File: config.mk
export PLATFORM = sky130hd
export DESIGN_NAME = pc_sequencer
export DESIGN_NICKNAME = d
export VERILOG_FILES = /design/src/rtl/pc_sequencer.sv
export SDC_FILE = /design/constraint.sdc
export NUM_CORES = 1
export LEC_CHECK = 0
export ABC_AREA = 1
export CORE_ASPECT_RATIO = 0.5
export CORE_MARGIN = 1.5
export CORE_UTILIZATION = 43
export CTS_CLUSTER_DIAMETER = 80
export DETAILED_ROUTE_END_ITERATION = 8
export PLACE_DENSITY = 0.87
export RECOVER_POWER = 100
export SYNTH_ARGS = -nofsm -noshare
export SYNTH_HDL_FRONTEND = slang
export SYNTH_SLANG_ARGS = --single-unit
File: constraint.sdc
create_clock -name clk -period 2.3 [get_ports clk]
set_input_delay 0.46 -clock clk [delete_from_list [all_inputs] [get_ports clk]]
set_output_delay 0.46 -clock clk [all_outputs]
set_load 0.005 [all_outputs]
File: src/rtl/pc_sequencer.sv
// Program counter and instruction-fetch sequencer for the 16-bit multicycle core.
// Optional retire/taken statistics counters are enabled with `define PC_SEQ_STATS_EN.
module pc_sequencer #(
  parameter int unsigned     XLEN     = 16,
  parameter logic [XLEN-1:0] RESET_PC = '0,
  parameter int unsigned     PC_STEP  = 1
) (
  input  logic            clk,
  input  logic            rst_n,
  input  logic            stall,
  output logic            imem_req,
  output logic [XLEN-1:0] imem_addr,
  input  logic            imem_ack,
  input  logic [15:0]     imem_rdata,
  output logic [15:0]     instr,
  output logic            instr_valid,
  input  logic            exec_done,
  input  logic            take_branch,
  input  logic [XLEN-1:0] branch_target,
  input  logic            jump,
  input  logic [XLEN-1:0] jump_target,
  output logic [XLEN-1:0] pc,
  output logic [XLEN-1:0] pc_plus,
  output logic            redirect
`ifdef PC_SEQ_STATS_EN
  ,
  output logic [15:0]     retired_cnt,
  output logic [15:0]     taken_cnt
`endif
);

  typedef enum logic [1:0] {
    FETCH    = 2'd0,
    WAIT_ACK = 2'd1,
    EXEC     = 2'd2
  } state_t;

  state_t state;

  // pc is only ever updated at the completion edge, so it doubles as the fetch address.
  assign imem_addr = pc;
  assign pc_plus   = pc + XLEN'(PC_STEP);

  // Fetch / wait-for-ack / execute sequencing with registered handshake outputs.
  always_ff @(posedge clk or negedge rst_n) begin
    if (!rst_n) begin
      state       <= FETCH;
      pc          <= RESET_PC;
      instr       <= '0;
      imem_req    <= 1'b0;
      instr_valid <= 1'b0;
      redirect    <= 1'b0;
    end else begin
      instr_valid <= 1'b0;
      redirect    <= 1'b0;
      unique case (state)
        FETCH: begin
          if (!stall) begin
            imem_req <= 1'b1;
            state    <= WAIT_ACK;
          end
        end
        WAIT_ACK: begin
          if (imem_ack) begin
            instr       <= imem_rdata;
            instr_valid <= 1'b1;
            imem_req    <= 1'b0;
            state       <= EXEC;
          end
        end
        EXEC: begin
          if (exec_done) begin
            if (jump) begin
              pc <= jump_target;
            end else if (take_branch) begin
              pc <= branch_target;
            end else begin
              pc <= pc_plus;
            end
            redirect <= jump | take_branch;
            state    <= FETCH;
          end
        end
        default: begin
          imem_req <= 1'b0;
          state    <= FETCH;
        end
      endcase
    end
  end

`ifdef PC_SEQ_STATS_EN
  logic retire_c;
  logic taken_c;

  assign retire_c = (state == EXEC) && exec_done;
  assign taken_c  = retire_c && (jump || take_branch);

  // Saturating statistics counters.
  always_ff @(posedge clk or negedge rst_n) begin
    if (!rst_n) begin
      retired_cnt <= '0;
      taken_cnt   <= '0;
    end else begin
      if (retire_c && (retired_cnt != 16'hFFFF)) begin
        retired_cnt <= retired_cnt + 16'd1;
      end
      if (taken_c && (taken_cnt != 16'hFFFF)) begin
        taken_cnt <= taken_cnt + 16'd1;
      end
    end
  end
`endif

endmodule

=== After elaboration in Yosys (flattened, before gate mapping) ===
Cells that the tools add are included.
W data, S select, Z words.

* Output and inout port bits: 67
* Register bits after elaboration: 37
* Bits in writable memories: 0
* Memories: 0
* Logic and storage cells: 32
* ROM bits: 0
* Bits of input ports: 55
* Latch bits: 0

* $add $sub $neg: 1
* Multiply operators: 0
* Order comparisons: 0
* Reductions and logical operators: 5
* Muxes and demuxes: 13
* Equality and inequality tests: 5
* Div/mod/pow operators: 0
* Shift-type cells: 0
* Bitwise logic cells: 2

{| class="wikitable"
|+ Operator list
! cell !! number
|-
| $mux W16 || 2
|-
| $add A16 B1 Y16 const B || 1
|-
| $mux W1 || 6
|-
| $mux W2 || 3
|-
| $ne A2 B2 Y1 const B || 3
|-
| $pmux W2 S3 || 1
|-
| $reduce_and A3 Y1 || 2
|-
| $reduce_and A2 Y1 || 2
|-
| $pmux W1 S3 || 1
|-
| $eq A2 B1 Y1 const B || 1
|-
| $eq A2 B2 Y1 const B || 1
|-
| $logic_not A2 Y1 || 1
|-
| $not A1 Y1 || 1
|-
| $or A1 B1 Y1 || 1
|}

=== Logic depth before layout (Yosys ltp) ===
* Depth in word-level cells: 3
* Depth in mapped cells: 9
* Gate-level depth less buffers: 9

=== Least setup slack after synthesis ===
Ideal clock, no wire load.

* Path type: register to output
* Start: reg pc[0], in the netlist imem_addr[0]
* End: out pc_plus[8]
* Required time: 1.840 ns
* Buffers on the path: 0
* Arrival time: 1.153 ns
* Path slack: 0.687 ns
* Cell stages (with the launch flop): 7
* Cell sequence: dfrtp_1 -> ha_1 -> nand3_2 -> inv_2 -> nand2_2 -> xor2_1 -> inv_1

* Longest elaborated chain between the ends: 1

{| class="wikitable"
|+ RTL lines
! element !! RTL line !! RTL
|-
| start, declared || 22 || <nowiki>output logic [XLEN-1:0] pc,</nowiki>
|-
| start signal, assigned || 74 || <nowiki>pc <= jump_target;</nowiki>
|-
| start signal, assigned || 76 || <nowiki>pc <= branch_target;</nowiki>
|-
| start signal, assigned || 78 || <nowiki>pc <= pc_plus;</nowiki>
|-
| $add A16 B1 Y16 || 42 || <nowiki>assign pc_plus = pc + XLEN'(PC_STEP);</nowiki>
|-
| end, declared || 23 || <nowiki>output logic [XLEN-1:0] pc_plus,</nowiki>
|}

Every way passes these cells.

=== Final worst setup path ===
* Start: reg pc[0], in the netlist imem_addr[0]
* End: out pc_plus[12]

Same word-level chain as after synthesis.

==> results_dict.tcl <==
set metrics [dict create \
    layout_common_cells "nand2_1 (101), clkdlybuf4s50_1 (88), nor2_1 (35)" \
    p_per_area_nw_per_um2 1220 \
    area_delta_synth_final_pct 65.7 \
    wl_per_cell_um 15.6 \
    slowest_stage "clkdlybuf4s50_1" \
    synth_cell_types 28 \
    syn_inst 315 \
    grt_remaining_overflow 0 \
    grt_max_degree 38 \
    totalWireLength_mm 8.00 \
    critical_path_class "reg2out" \
    reg2reg_from "imem_addr[6]" \
    rsz0062_at_grt "yes" \
    synth_nets 371 \
    max_freq_mhz 425 \
    finalWorstSetupSlack_ps -55.1 \
    die_area_um2 5770 \
    grt_pass1_vias 2390 \
    drc 0 \
    grt.total_usage_pct 25.1 \
    async_flop_share_pct 100 \
    synthesis.area_um2 2280 \
    die_width_um 106 \
    crit_chain "ha_4 -> nand3_4 -> inv_2 -> nand4_1 -> nand2_1 -> clkdlybuf4s50_1" \
    fin_crit_sh_pct 102 \
    synthFlopType "dfrtp_1" \
    clk_path_buf_depth 2 \
    rr_worst_depth 8 \
    place_congestion 0.825 \
    slowest_delay_ps 510 \
    routed.top_layer "met4" \
    cts.clk_slew.worst_paths_ps 90 \
    relSlewSlack_pct 35.7 \
    ys_ff_latch 37 \
    clkLatencyLatePin_ps 300 \
    tightest_slew_ps 964 \
    wl_met1_mm 3.19 \
    cts.sinks 37 \
    required_ps 1840 \
    fin_setup_tns_ps -93.1 \
    finalClockSkew_ps 13.9 \
    hold_class "in2async" \
    arrival_ps 1900 \
    place_hpwl_mm 4.92 \
    violations "setup timing" \
    initial_core_util_pct 45.4 \
    cp_max_fo 3 \
    diodes 0 \
    cts_buffers 5 \
    grt_first_pass_wirelength_mm 11.1 \
    maxCapViolations 0 \
    seq_area_frac_synth_pct 40.6 \
    wl_met3_um 532 \
    yosys_warnings 0 \
    clockRootBuffer "clkbuf_8" \
    total_power_mw 4.60 \
    core_area_um2 5020 \
    rows 18 \
    status "finished, violations left" \
    die_y_um 54.5 \
    final_common_cell "nand2_1" \
    vias 2664 \
    leakagePower_nw 1.81 \
    hold_viol_final 0 \
    tritoncts "built" \
    synth-edff-count 0 \
    ant_nets 0 \
    ios 122 \
    io_buffers 121 \
    route.met2.wl_mm 3.95 \
    cts_max_level 2 \
    peakVddDrop_uv 517 \
    drt-pass1-iter-count 5 \
    rrSetupSlack_ps 650 \
    drive_gt1_share_pct 16.3 \
    drv_slew 0 \
    vias_per_cell 5.19 \
    antenna_found_initial 0 \
    drt_iter0_drc 139 \
    nNetsFinal 498 \
    setup_viol 3 \
    syn_avg_cell_area_um2 7.24 \
    reg2reg_to "imem_addr[9]" \
    worstSetupEndpointType "output port" \
    cp-start-kind "flop" \
    period_minus_slack_ps 2360 \
]
routing by layer:
metal | GRT usage [%] | up-vias
met2 | 45.1 | 136
met5 | 0 | -
met4 | 13.3 | 0
met3 | 5.95 | 34
li1 | - | 1231
met1 | 29.2 | 1263
worst max-delay path, delay by kind of cell (launching register included):
kind / cells / cell delay [ps]
buf+inv: 2 / 620
simple gates: 3 / 340
flops: 1 / 430
fa+ha+maj: 1 / 200
area by class of cell:
| cell class | count | area (um2) |
|---|---|---|
| Inverter | 26 | 97.6 |
| Tap cell | 70 | 87.6 |
| Fill cell | 353 | 1240 |
| Sequential cell | 37 | 940 |
| Clock inverter | 3 | 21.3 |
| Timing Repair Buffer | 145 | 1390 |
| Multi-Input combinational cell | 227 | 1170 |
| Clock buffer | 5 | 68.8 |
per-stage QoR:
stage                     hold slack, ps  instances  cell area [um2]  setup slack, ps  utilization, %
after floorplan                      164        315             2280              687               -
after global routing                 386        513             3780             -146            75.2
after CTS                            298        503             3660             4.13            72.8
after detailed placement             464        487             3460              152            68.9
final                                306        513             3780            -55.1            75.2
after global placement               464        487             3460              203            68.9
where the power goes:
part	leakage, nW	switching (mW)	internal (mW)
clock network	0.0445	0.272	0.216
logic	1.33	1.27	1.56
registers	0.432	0.321	0.967
total	1.81	1.86	2.74
kinds of logic after synthesis:
family / after synthesis / share of synthesized area (%)
XOR/XNOR: 6 / 2.96
AND/OR/NAND/NOR: 173 / 32.4
flip-flops: 37 / 40.6
AO/OA/AOI/OAI: 47 / 12.1
adder cells (fa/ha/maj): 1 / 0.549
buffers and inverters: 51 / 11.3
synthesized netlist by cell type, types with 5 or more instances:
cell | count | area, um2
nand2_1 | 106 | 398
nor2_1 | 38 | 143
dfrtp_1 | 37 | 926
inv_1 | 22 | 82.6
a21oi_1 | 19 | 95.1
buf_4 | 16 | 120
nand3_1 | 12 | 60.1
o21ai_0 | 11 | 55.1
a21boi_1 | 7 | 52.6
buf_2 | 5 | 25.0
nor2_4 | 5 | 56.3
sequential cells by signal, indices dropped and copies added (netlist names):
register     flops
state            2
redirect         1
instr           16
instr_valid      1
imem_addr       16
imem_req         1
how the worst max path moves through the flow:
stage / end / cells after the start / slack, ps / start
finish: pc_plus[12] / 6 / -60 / imem_addr[0]
global route: pc_plus[9] / 7 / -150 / imem_addr[6]
CTS: pc_plus[15] / 7 / 4 / imem_addr[0]
detailed placement: pc_plus[9] / 6 / 150 / imem_addr[5]
global placement: pc_plus[15] / 6 / 200 / imem_addr[5]
floorplan: pc_plus[8] / 6 / 690 / imem_addr[0]
what timing repair did:
| item | 4_1_cts | 5_1_grt |
|---|---|---|
| buffers inserted | 8 | 10 |
| setup endpoints to repair | 12 | 8 |
| hold buffers | 0 | 0 |
| resized for setup | 23 | 20 |
| hold endpoints to repair | 0 | 0 |
| pin swaps | 4 | 5 |
Power figures use the tool's default switching activity.
